$ cat config.mk
export PLATFORM = sky130hd
export DESIGN_NAME = viterbi_dec_param
export DESIGN_NICKNAME = d
export VERILOG_FILES = /design/src/rtl/viterbi_dec_param.sv
export SDC_FILE = /design/constraint.sdc
export NUM_CORES = 1
export LEC_CHECK = 0
export ABC_AREA = 0
export CAP_MARGIN = 0
export CORE_UTILIZATION = 65
export DETAILED_ROUTE_END_ITERATION = 10
export GPL_TIMING_DRIVEN = 0
export PLACE_DENSITY = 0.9
export SYNTH_ARGS = -nofsm -noshare
export SYNTH_HDL_FRONTEND = slang
export SYNTH_SLANG_ARGS = --single-unit
$ cat constraint.sdc
create_clock -name clk -period 17.14 [get_ports clk]
set_clock_uncertainty 0.15 [all_clocks]
set_input_delay 1.714 -clock clk [delete_from_list [all_inputs] [get_ports clk]]
set_output_delay 1.714 -clock clk [all_outputs]
set_load 0.01 [all_outputs]
$ cat src/rtl/viterbi_dec_param.sv
// -----------------------------------------------------------------------------
// viterbi_dec_param
//
// Hard-decision Viterbi decoder for a rate-1/2, K=3 (4-state) convolutional
// code. It accepts FRAME_LEN 2-bit symbols and runs one add-compare-select step
// per accepted symbol. It then traces back through the stored survivor
// decisions and streams FRAME_LEN decoded bits out in order.
//
// Code convention: state s = {u[n-1], u[n-2]}, shift register r = {u, s}.
//   c0 = ^(r & G0), c1 = ^(r & G1), next state = {u, s[1]}.
//
// Parameters:
//   FRAME_LEN  symbols (and decoded bits) per frame, 4..256
//   MW         path-metric width, >= 4
//   G0, G1     generator polynomials for c0 / c1 (bit 2 taps the current input)
//
// Compile-time option:
//   VIT_TERM_EN  defined   : frames are tail-terminated, so traceback starts in state 0
//                undefined : traceback starts in the state with the lowest final
//                            metric (ties go to the lowest state index)
//
// Ports:
//   clk        rising-edge clock
//   reset      synchronous, active-high reset
//   in_valid   symbol valid
//   in_ready   decoder accepts a symbol (ACS phase only)
//   in_sym     [1]=c0, [0]=c1 hard bits from the demapper
//   out_valid  decoded bit valid (OUT phase)
//   out_ready  sink accepts the bit
//   out_bit    decoded bit
//   out_last   high with the final bit of a frame
//   busy       high while in traceback or output phase
// -----------------------------------------------------------------------------
module viterbi_dec_param #(
  parameter int         FRAME_LEN = 31,
  parameter int         MW        = 8,
  parameter logic [2:0] G0        = 3'b111,
  parameter logic [2:0] G1        = 3'b101
) (
  input  logic       clk,
  input  logic       reset,
  input  logic       in_valid,
  output logic       in_ready,
  input  logic [1:0] in_sym,
  output logic       out_valid,
  input  logic       out_ready,
  output logic       out_bit,
  output logic       out_last,
  output logic       busy
);

  localparam int              TW      = $clog2(FRAME_LEN);
  localparam logic [TW-1:0]   T_LAST  = TW'(FRAME_LEN - 1);
  localparam logic [MW-1:0]   PM_MAX  = '1;
  // Non-zero states start with a large handicap so decoding favours state 0.
  localparam logic [MW-1:0]   PM_INIT = {2'b01, {(MW-2){1'b0}}};

  typedef enum logic [1:0] {
    ST_ACS,
    ST_TB,
    ST_OUT
  } state_t;

  state_t          state_q, state_d;
  logic [TW-1:0]   t_q;
  logic [TW-1:0]   k_q;
  logic [1:0]      tb_s_q;
  logic [MW-1:0]   pm_q [4];
  logic [3:0]      surv_q [FRAME_LEN];
  logic [FRAME_LEN-1:0] obuf_q;

  logic            sym_fire;
  logic            out_fire;

  logic [MW-1:0]   cand0 [4];
  logic [MW-1:0]   cand1 [4];
  logic [MW-1:0]   acs_pm [4];
  logic [MW-1:0]   pm_norm [4];
  logic [MW-1:0]   acs_min;
  logic [3:0]      acs_dec;
  logic [1:0]      start_state;

  // Hamming distance between the received symbol and the code word emitted
  // when input u is shifted into predecessor state ps.
  function automatic logic [1:0] branch_metric(input logic [1:0] ps,
                                               input logic       u,
                                               input logic [1:0] sym);
    logic [2:0] r;
    logic       c0;
    logic       c1;
    r  = {u, ps};
    c0 = ^(r & G0);
    c1 = ^(r & G1);
    branch_metric = {1'b0, sym[1] ^ c0} + {1'b0, sym[0] ^ c1};
  endfunction

  function automatic logic [MW-1:0] sat_add(input logic [MW-1:0] a,
                                            input logic [1:0]    b);
    logic [MW:0] s;
    s       = {1'b0, a} + {{(MW-1){1'b0}}, b};
    sat_add = s[MW] ? PM_MAX : s[MW-1:0];
  endfunction

  function automatic logic [MW-1:0] pm_start(input int idx);
    pm_start = (idx == 0) ? '0 : PM_INIT;
  endfunction

  // ---------------------------------------------------------------------------
  // Handshakes and outputs. Gating with reset keeps every output quiet during
  // the reset cycle, whatever state the register held before.
  // ---------------------------------------------------------------------------
  assign in_ready  = (state_q == ST_ACS) && !reset;
  assign out_valid = (state_q == ST_OUT) && !reset;
  assign busy      = (state_q != ST_ACS) && !reset;
  assign out_bit   = out_valid && obuf_q[k_q];
  assign out_last  = out_valid && (k_q == T_LAST);

  assign sym_fire  = in_valid && in_ready;
  assign out_fire  = out_valid && out_ready;

  // ---------------------------------------------------------------------------
  // Add-compare-select with same-cycle normalisation.
  // Next state ns = {u, p} is reached from {p,0} (cand0) or {p,1} (cand1).
  // ---------------------------------------------------------------------------
  always_comb begin
    // NOTE: every variable gets a value before any conditional logic, so no
    // path through this block can leave one unassigned and infer a latch.
    acs_dec = '0;
    acs_min = '0;
    for (int i = 0; i < 4; i++) begin
      cand0[i]   = sat_add(pm_q[{i[0], 1'b0}], branch_metric({i[0], 1'b0}, i[1], in_sym));
      cand1[i]   = sat_add(pm_q[{i[0], 1'b1}], branch_metric({i[0], 1'b1}, i[1], in_sym));
      // Ties keep the {p,0} predecessor.
      acs_dec[i] = (cand1[i] < cand0[i]);
      acs_pm[i]  = acs_dec[i] ? cand1[i] : cand0[i];
    end
    acs_min = acs_pm[0];
    for (int i = 1; i < 4; i++) begin
      if (acs_pm[i] < acs_min) acs_min = acs_pm[i];
    end
    for (int i = 0; i < 4; i++) begin
      pm_norm[i] = acs_pm[i] - acs_min;
    end
  end

  // Traceback start state, taken from the metrics produced by the last step.
`ifdef VIT_TERM_EN
  assign start_state = 2'd0;
`else
  logic [MW-1:0] best_pm;
  always_comb begin
    start_state = 2'd0;
    best_pm     = pm_norm[0];
    for (int i = 1; i < 4; i++) begin
      // Strict compare: equal metrics keep the lower state index.
      if (pm_norm[i] < best_pm) begin
        best_pm     = pm_norm[i];
        start_state = 2'(i);
      end
    end
  end
`endif

  // ---------------------------------------------------------------------------
  // FSM: ACS -> TB -> OUT -> ACS
  // ---------------------------------------------------------------------------
  always_ff @(posedge clk) begin
    // NOTE: registers are updated with non-blocking assignments so every
    // always_ff block samples the pre-edge values, independent of block order.
    if (reset) state_q <= ST_ACS;
    else       state_q <= state_d;
  end

  always_comb begin
    state_d = state_q;
    case (state_q)
      ST_ACS:  if (sym_fire && (t_q == T_LAST)) state_d = ST_TB;
      ST_TB:   if (t_q == '0) state_d = ST_OUT;
      ST_OUT:  if (out_fire && (k_q == T_LAST)) state_d = ST_ACS;
      default: state_d = ST_ACS;
    endcase
  end

  // ---------------------------------------------------------------------------
  // Datapath: metrics, survivor store, traceback and output buffer.
  // ---------------------------------------------------------------------------
  always_ff @(posedge clk) begin
    if (reset) begin
      t_q    <= '0;
      k_q    <= '0;
      tb_s_q <= '0;
      obuf_q <= '0;
      for (int i = 0; i < 4; i++) pm_q[i] <= pm_start(i);
      // NOTE: the survivor store is a register array, so clearing it on reset
      // is cheap and keeps a partial frame from ever leaking into a traceback.
      for (int i = 0; i < FRAME_LEN; i++) surv_q[i] <= '0;
    end else begin
      case (state_q)
        ST_ACS: begin
          if (sym_fire) begin
            surv_q[t_q] <= acs_dec;
            for (int i = 0; i < 4; i++) pm_q[i] <= pm_norm[i];
            // On the last symbol t stays at FRAME_LEN-1, where traceback begins.
            if (t_q == T_LAST) tb_s_q <= start_state;
            else               t_q    <= t_q + 1'b1;
          end
        end
        ST_TB: begin
          // s[1] is the input bit that led into s; the decision bit completes
          // the predecessor {s[0], d}.
          obuf_q[t_q] <= tb_s_q[1];
          tb_s_q      <= {tb_s_q[0], surv_q[t_q][tb_s_q]};
          if (t_q != '0) t_q <= t_q - 1'b1;
          k_q <= '0;
        end
        ST_OUT: begin
          if (out_fire) begin
            if (k_q == T_LAST) begin
              k_q <= '0;
              t_q <= '0;
              for (int i = 0; i < 4; i++) pm_q[i] <= pm_start(i);
            end else begin
              k_q <= k_q + 1'b1;
            end
          end
        end
        default: ;
      endcase
    end
  end

endmodule

## Word level (Yosys, flattened, before mapping)

Memory sizes are Yosys's and may differ from the RTL's. A register that Yosys moved wholly into a read port is not among the register bits.
Cells that the tools add are included.

- $add $sub $neg: 19
- Magnitude comparators: 14
- Equality and inequality tests: 13
- Muxes and demuxes: 67
- Bitwise logic cells: 10
- Reductions and logical operators: 23

Operator list:

| kind | number |
|---|---|
| 2-to-1 mux 8 bit | 25 |
| < comparator 8 bit | 10 |
| adder 8 x 2 -> 9 bit | 8 |
| 2-to-1 mux 5 bit | 10 |
| subtractor 8 bit | 4 |
| bitwise mux 31 bit | 1 |
| 2-to-1 mux 1 bit | 16 |
| case mux 5 bit (3 select lines) | 1 |
| 2-to-1 mux 2 bit | 7 |
| < comparator 5 x 6 -> 1 bit (second input constant) | 2 |
| adder 5 x 1 -> 5 bit (second input constant) | 2 |
| == test 5 bit (second input constant) | 2 |
| logical AND 1 bit | 10 |
| != test 2 bit (second input constant) | 5 |
| case mux 5 bit (2 select lines) | 1 |
| adder 1 x 1 -> 2 bit | 4 |
| != test 2 x 1 -> 1 bit (second input constant) | 4 |
| OR 1 bit | 8 |
| case mux 2 bit (3 select lines) | 1 |
| AND reduction 3 bit | 2 |
| AND reduction 6 bit | 1 |
| nonzero test 2 bit | 3 |
| binary-select mux 1 bit (select 5 bit) | 1 |
| demux 1 bit (select 5 bit) | 1 |
| 16 further kinds | 17 |

- Register bits: 45
- Bits in writable memories: 156
- Input port bits: 6
- Output and inout bits: 5
- Logic and storage cells: 153
- Memories: 2

Memories:

| memory | words | bits a word | read ports | clocked after memory_dff | write ports | RTL line | RTL |
|---|---|---|---|---|---|---|---|
| surv_q | 31 | 4 | 1 | 1 | 31 | 69 | `logic [3:0] surv_q [FRAME_LEN];` |
| pm_q | 4 | 8 | 4 | 0 | 4 | 68 | `logic [MW-1:0] pm_q [4];` |

## Depth between registers and ports, before layout

Gate-level depths: netlist of run 1.

- Depth after elaboration: 22
- Depth in mapped cells: 87
- Gate-level depth less buffers: 84

## Worst setup path after synthesis of run 1

Ideal clock, no wire load.

- Path kind: input to register
- Start point: input port in_sym[0]
- End point: register tb_s_q[0]
- Library setup time: 0.086 ns
- Arrival time: 15.512 ns
- Required time: 16.904 ns
- Slack: 1.393 ns
- Stages on the path: 83
- Path buffers: 3
- Cell sequence: inv_1 -> ha_1 -> inv_1 -> ha_1 -> ha_1 -> a21oi_4 -> nor2_1 -> and3_1 -> mux2_2 -> ha_1 -> a21oi_1 -> a21boi_0 -> or2_2 -> a21o_1 -> buf_2 -> clkinv_1 -> nand3_1 -> o21ai_0 -> [... 47 more ...] -> o21ai_1 -> nand2_2 -> mux2i_1 -> inv_1 -> ha_1 -> a21o_1 -> a21o_1 -> a21oi_1 -> and3_1 -> a21bo_2 -> mux2_2 -> ha_1 -> and4_1 -> a21oi_1 -> nand2_1 -> nor4b_1 -> o211ai_1 -> a211oi_1

RTL lines:

| what | RTL line | RTL |
|---|---|---|
| from (decl) | 44 | `input logic [1:0] in_sym,` |
| to (signal assigned) | 204 | `if (t_q == T_LAST) tb_s_q <= start_state;` |
| to (signal assigned) | 212 | `tb_s_q <= {tb_s_q[0], surv_q[t_q][tb_s_q]};` |
| to (decl) | 67 | `logic [1:0] tb_s_q;` |

==> results of run 1 <==
-- placed cells by master (no fill, tap or decap), drive strengths merged, types with 6 or more instances in the layout --
cell             n
nor2           241
nand2          184
edfxtp         144
ha             106
a21oi          106
o21ai           91
clkbuf          79
inv             77
dfxtp           66
nand2b          53
buf             53
mux4            51
nand3           50
mux2i           49
xnor2           38
nor3            33
xor2            29
a21o            24
and2            18
o21a            17
mux2            17
nand4           16
nor2b           15
or3             14
o31ai           14
and3            12
o211ai          12
clkinv          11
a211oi           9
or2              8
a31oi            8
clkdlybuf4s50    7
o22ai            6
o211a            6
o21bai           6
a21boi           6
-- logic make-up after synthesis --
logic type / after synthesis / synth area share, %
adders and majority gates: 112 / 8.923
xor gates and xnor gates: 67 / 3.750
buffers and inverters: 158 / 4.014
muxes: 117 / 11.75
AOI/OAI and AO/OA: 358 / 15.73
DFF: 210 / 36.08
and+or+nand+nor: 668 / 19.77
-- flip-flops by register name, indices dropped and copies added, names as in the netlist, named ones only --
name and flops:
t_q 5, pm_q 32, state_q 2, k_q 5, obuf_q 31, tb_s_q 2
surv_q 128
-- how the worst max path moves through the flow --
stage / to / startpoint / cells past startpoint
finish: tb_s_q[0] / in_sym[0] / 82
global route: tb_s_q[0] / in_sym[0] / 84
CTS: tb_s_q[0] / in_sym[0] / 80
detailed placement: tb_s_q[0] / in_sym[0] / 84
global placement: tb_s_q[0] / in_sym[0] / 83
floorplan: tb_s_q[0] / in_sym[0] / 83
-- metrics by stage --
| step | setup WS (ns) | hold slack, ns | instance area (um2) |
|---|---|---|---|
| after CTS | 0.03146 | 0.3051 | 16950 |
| after detailed placement | -1.873 | 0.2970 | 16140 |
| after global routing | -0.1163 | 0.3230 | 17150 |
| after floorplan | 1.393 | 0.2815 | 15650 |
| final | 0.6897 | 0.3025 | 17150 |
| after global placement | -1.599 | 0.2927 | 16140 |
-- worst register-to-register path: cells and delay by family (launching register included) --
family	cells	cell delay (ns)
flops	1	0.41
fa+ha+maj	9	2.52
mux	2	0.60
xor+xnor	2	0.64
simple gates	19	2.89
buf+inv	10	1.43
compound gates	37	6.39
-- synth_stat cells (15+ instances only) --
cell type,instances,area (um2)
and2_1,18,112.6
o21a_1,17,127.6
clkbuf_1,47,176.4
mux2_2,15,168.9
xnor2_1,38,332.8
buf_1,15,56.30
a21oi_1,100,500.5
mux4_2,51,1149
nor2b_1,15,93.84
nand2_1,182,683.2
buf_2,15,75.07
xor2_1,29,254.0
o21ai_0,82,410.4
inv_1,76,285.3
nor3_1,32,160.2
nand2b_1,53,331.6
ha_1,106,1326
nand3_1,49,245.2
edfxtp_1,144,4324
dfxtp_1,66,1321
a21o_1,23,172.7
nor2_1,240,900.9
mux2i_1,49,490.5
-- per-layer routing --
layer	track usage, %	vias to the layer above	wire [um]
met4	17.75	0	2753
met3	10.44	281	6370
li1	-	6242	-
met1	48.78	6533	17320
met2	62.37	1125	21610
met5	0	-	0
-- layout make-up --
type / count / area share (%)
Clock inverter: 11 / 0.3794
Tap cell: 319 / 2.327
Clock buffer: 29 / 3.546
Sequential cell: 210 / 32.92
Timing Repair Buffer: 29 / 1.342
Buffer: 81 / 2.035
Multi-Input combinational cell: 1322 / 55.76
Inverter: 77 / 1.693
-- repair_timing --
| item | 4_1_cts | 5_1_grt |
|---|---|---|
| pin swaps | 5 | 11 |
| resized for setup | 22 | 34 |
| buffers inserted | 8 | 12 |
| endpoints found under the setup margin | 2 | 2 |
| endpoints found under the hold margin | 0 | 0 |
==> metrics.txt, run 1 <==
fin util 72.85%; fin. max-slew vios 0; initial antenna violation count 0; f_max 60.79 MHz; port buffer count 9; r2r startpoint pm_q[2][1]; Worst Max-Slew Pin Slew approximately 1.4 ns; slew margin rel. around 6%; number of synthesized flops with an enable pin roughly 140; TritonRoute pass-1 iters 8; vias after detailed routing ~14000; WHS Endpoint obuf_q[19]; Clock Latency Late Sink roughly 0.54 ns; r2r setup slk between 1.5 and 2 ns; TritonCTS clock tree yes; Clock Path Buffers 3; worst-path maximum fanout 10; post-synthesis cell type count 100; Cell Area, Synth approximately 0.016 mm2; CTS buffer count 22; GR Util All Layers 38.80%; FF-to-FF End tb_s_q[0]; pin count of the biggest net entering global routing 15; worst min-delay path class flop to flop; die width 157.2 um; synthesized instance count ~1700; Top Family by Delay on Critical Path compound AO/OA/AOI/OAI gates; fill count between 1500 and 2000; post-detailed-route count of antenna-violating nets 0; Core ar. roughly 0.024 mm2; final net count around 1900; Via density ~7; Post-Place Cells slightly above 2000; Initial Util between 60 and 70%; hold_buf cts 0; syn nets 1803; fin cells between 2000 and 2500; final setup vio count 0; first-pass GRT wire length roughly 73000 um; dominant synthesized flop cell edfxtp_1; Crit path largest cell delay 0.42 ns; DRT iter0 DRCs around 2200; Crit Path Class input port to flop; htree depth 1; startpoint class of the critical path input port; R2R cell count between 70 and 80; total negative slack 0 ns; clock tree root driver cell clkbuf_16; num rows 56; WL/cell roughly 23 um; post-detail-place hpwl 34530 um; Max Cap Viol 0; proportion of layout cells with a drive suffix above 1 between 10% and 20%; HP Start obuf_q[19]; GR Overflow Total 0; Yosys reg bits between 200 and 250; final period utilization between 90 and 100%; syn avg cell area 9.260 um2; DRT Wirelength just under 50000 um; CTS clock-pin slew for the worst setup and hold paths 0.06 ns; P&R area growth vs syn 9.595%; asr flop ratio synth 0%; Data arrival, critical path 16.72 ns; Worst EP required around 17 ns; Antenna Diode Count 0; hold depth 2; Multi-input gate area around 0.0096 mm2; DRC 0; Final Hold Fails 0; sequential element share of the synthesized area 36.08%; Die Footprint approximately 0.025 mm2; Sink Count between 200 and 250; slowest stage cell, crit path xnor2_1; Final Wtd Congestion 0.9789; Tmin final ~16 ns; sequential cell area between 0.005 and 0.006 mm2; Ys Warns 0; I/O Pins 11; status finished clean; vias in the first global route roughly 13000; Die Ht between 150 and 200 um; Setup crit end kind flop; Bufs and invs on worst path 12
Power of run 1 is not shown: default switching activity piles up to over one toggle a cycle in this logic, so the estimate is an artifact.
==> run 2, diff against run 1 <==
--- a/config.mk
+++ b/config.mk
@@ -10,7 +10,7 @@
 export CORE_UTILIZATION = 65
 export DETAILED_ROUTE_END_ITERATION = 10
 export GPL_TIMING_DRIVEN = 0
-export PLACE_DENSITY = 0.9
+export PLACE_DENSITY_LB_ADDON = 0.25
 export SYNTH_ARGS = -nofsm -noshare
 export SYNTH_HDL_FRONTEND = slang
 export SYNTH_SLANG_ARGS = --single-unit
==> run 2 against run 1 <==
Against the previous run:
- flip-flop and latch count unchanged
- sequential share of layout area is essentially flat
- hold slack improved by 0.0052 ns
- clock-buffer cell count is 3 lower
- wire length fell by 3.9%
- cell count decreased by 0.24%
- critical path type unchanged
==> metrics.txt, run 2 (same netlist as run 1, synthesis figures left out) <==
vias after detailed routing 13820 (-2.5%); TritonRoute pass-1 iters 8 (unchanged); worst-path maximum fanout 10 (unchanged); f_max 60.95 MHz (+0.27%); Setup crit end kind flop; top flop regs surv_q (128), pm_q (32), obuf_q (31); post-detailed-route count of antenna-violating nets 0 (unchanged); htree depth 1 (unchanged); Clock Path Buffers 3 (unchanged); WL/cell 22.27 um (-3.7%); Sink Count 210 (unchanged); Worst Max-Slew Pin Slew 1.311 ns (-0.08684 ns); DRT Wirelength 46160 um (-3.9%); Worst path most repeated cell ha_1; fin. max-slew vios 0 (unchanged); post-detail-place hpwl 34520 um (about the same); Die Footprint 0.02470 mm2 (unchanged); met2 GRT Util 60.16% (-2.2 points); worst min-delay path class flop to flop; Crit Path Class input port to flop; P&R area growth vs syn 9.667% (about the same); die width 157.2 um (unchanged); RSZ-0062 raised after global routing false; GR Overflow Total 0 (unchanged); vias in the first global route 13007 (-2.9%); initial antenna violation count 1 (+1); final setup vio count 0 (unchanged); met1 GRT Util 51.99% (+3.2 points); Core ar. 0.02354 mm2 (unchanged); Area after DPL 0.01614 mm2 (unchanged); DRT iter0 DRCs 1859 (-15%); I/O Pins 11 (unchanged); Data arrival, critical path 16.68 ns (-0.04 ns); Clock Latency Late Sink 0.51 ns (-0.03 ns); Top Usage Layer GRT met2; Max Cap Viol 0 (unchanged); DRC 0 (unchanged); Initial Util 66.47% (unchanged); slew margin rel. 11.85% (+5.8 points); r2r setup slk 1.89 ns (-0.09 ns); pre-CTS setup slack -2.157 ns (-0.2842 ns); final hold slack 0.3078 ns (+0.005219 ns); met3 usage 6.966% (-3.5 points); startpoint class of the critical path input port; Final Hold Fails 0 (unchanged); GR Util All Layers 38.10% (-0.70 points); Final Wtd Congestion 0.9608 (-1.8%); max reg flops 128 (unchanged); CTS buffer count 21 (-4.5%); Tmin final 16.41 ns (-0.04436 ns); clock tree root driver cell clkbuf_16; final period utilization 95.72% (-0.26 points); status finished clean; proportion of layout cells with a drive suffix above 1 12.84% (+0.27 points); TritonCTS clock tree yes; final non-filler cell area 0.01716 mm2 (about the same); port buffer count 9 (unchanged); Via density 6.667 (-2.3%); Worst EP required 17.42 ns (about the same); Post-Place Cells 2018 (unchanged); num rows 56 (unchanged); Top reg by flops surv_q; most frequent cells in the layout 237 x nor2_1, 180 x nand2_1, 144 x edfxtp_1; CTS clock-pin slew for the worst setup and hold paths 0.07 ns (about the same); slowest stage cell, crit path mux2_2; fin cells 2073 (-0.24%); final net count 1851 (-0.27%); Crit path largest cell delay 0.40 ns (-0.02 ns); pin count of the biggest net entering global routing 16 (+1); first-pass GRT wire length 70990 um (-2.7%); setup ws final 0.7340 ns (+0.04436 ns); hold_buf cts 0 (unchanged); Die Ht 157.2 um (unchanged); commonest non-fill, non-tap cell in the layout nor2_1
[run 2: worst paths after layout]
kind / from / to / cells past startpoint
worst max-delay path: in_sym[0] / tb_s_q[0] / 80
worst min-delay path: obuf_q[16] / obuf_q[16] / 2
worst max register to register: pm_q[2][1] / tb_s_q[0] / 77
worst min register to register: obuf_q[16] / obuf_q[16] / 2
[run 2: final cells by class]
cell class              instances  area [um2]
inverters                      77       290.3
flip-flops and latches        210        5645
clock inverters                12       135.1
clock buffers                  26       554.3
multi-input cells            1322        9587
repair buffers                 25       200.2
fillers                      1742        6381
diodes                          1       2.502
plain buffers                  81       347.8
well taps                     319       399.1
[run 2: what timing repair did]
item                                   in CTS  in global routing
setup endpoints to repair                   2                  2
pin swaps                                   7                  3
setup buffers                               9                  7
cloned                                      0                  0
endpoints found under the hold margin       0                  0
resized for setup                          26                 38
[run 2: per-layer routing]
| metal | routed length, um | share of wire (%) | vias to the layer above |
|---|---|---|---|
| met1 | 18020 | 39 | 6551 |
| met5 | 0 | 0 | - |
| met4 | 1944 | 4.2 | 0 |
| li1 | - | - | 6240 |
| met2 | 20920 | 45 | 870 |
| met3 | 5275 | 11 | 159 |
[run 2: critical path: cells and delay by family]
kind,cells,cell delay (ns)
adders and majority gates,12,3.24
and+or+nand+nor,16,2.89
muxes,4,1.27
buffers and inverters,14,1.65
AOI/OAI and AO/OA,34,5.88
[run 2: stage by stage]
stage                     utilization [%]  TNS [ns]
final                               72.90         0
after detailed placement            68.55    -4.243
after CTS                           72.19         0
after global routing                72.88         0
after global placement              68.55    -3.024
after floorplan                         -         0
Power of run 2 is left out for the same reason.
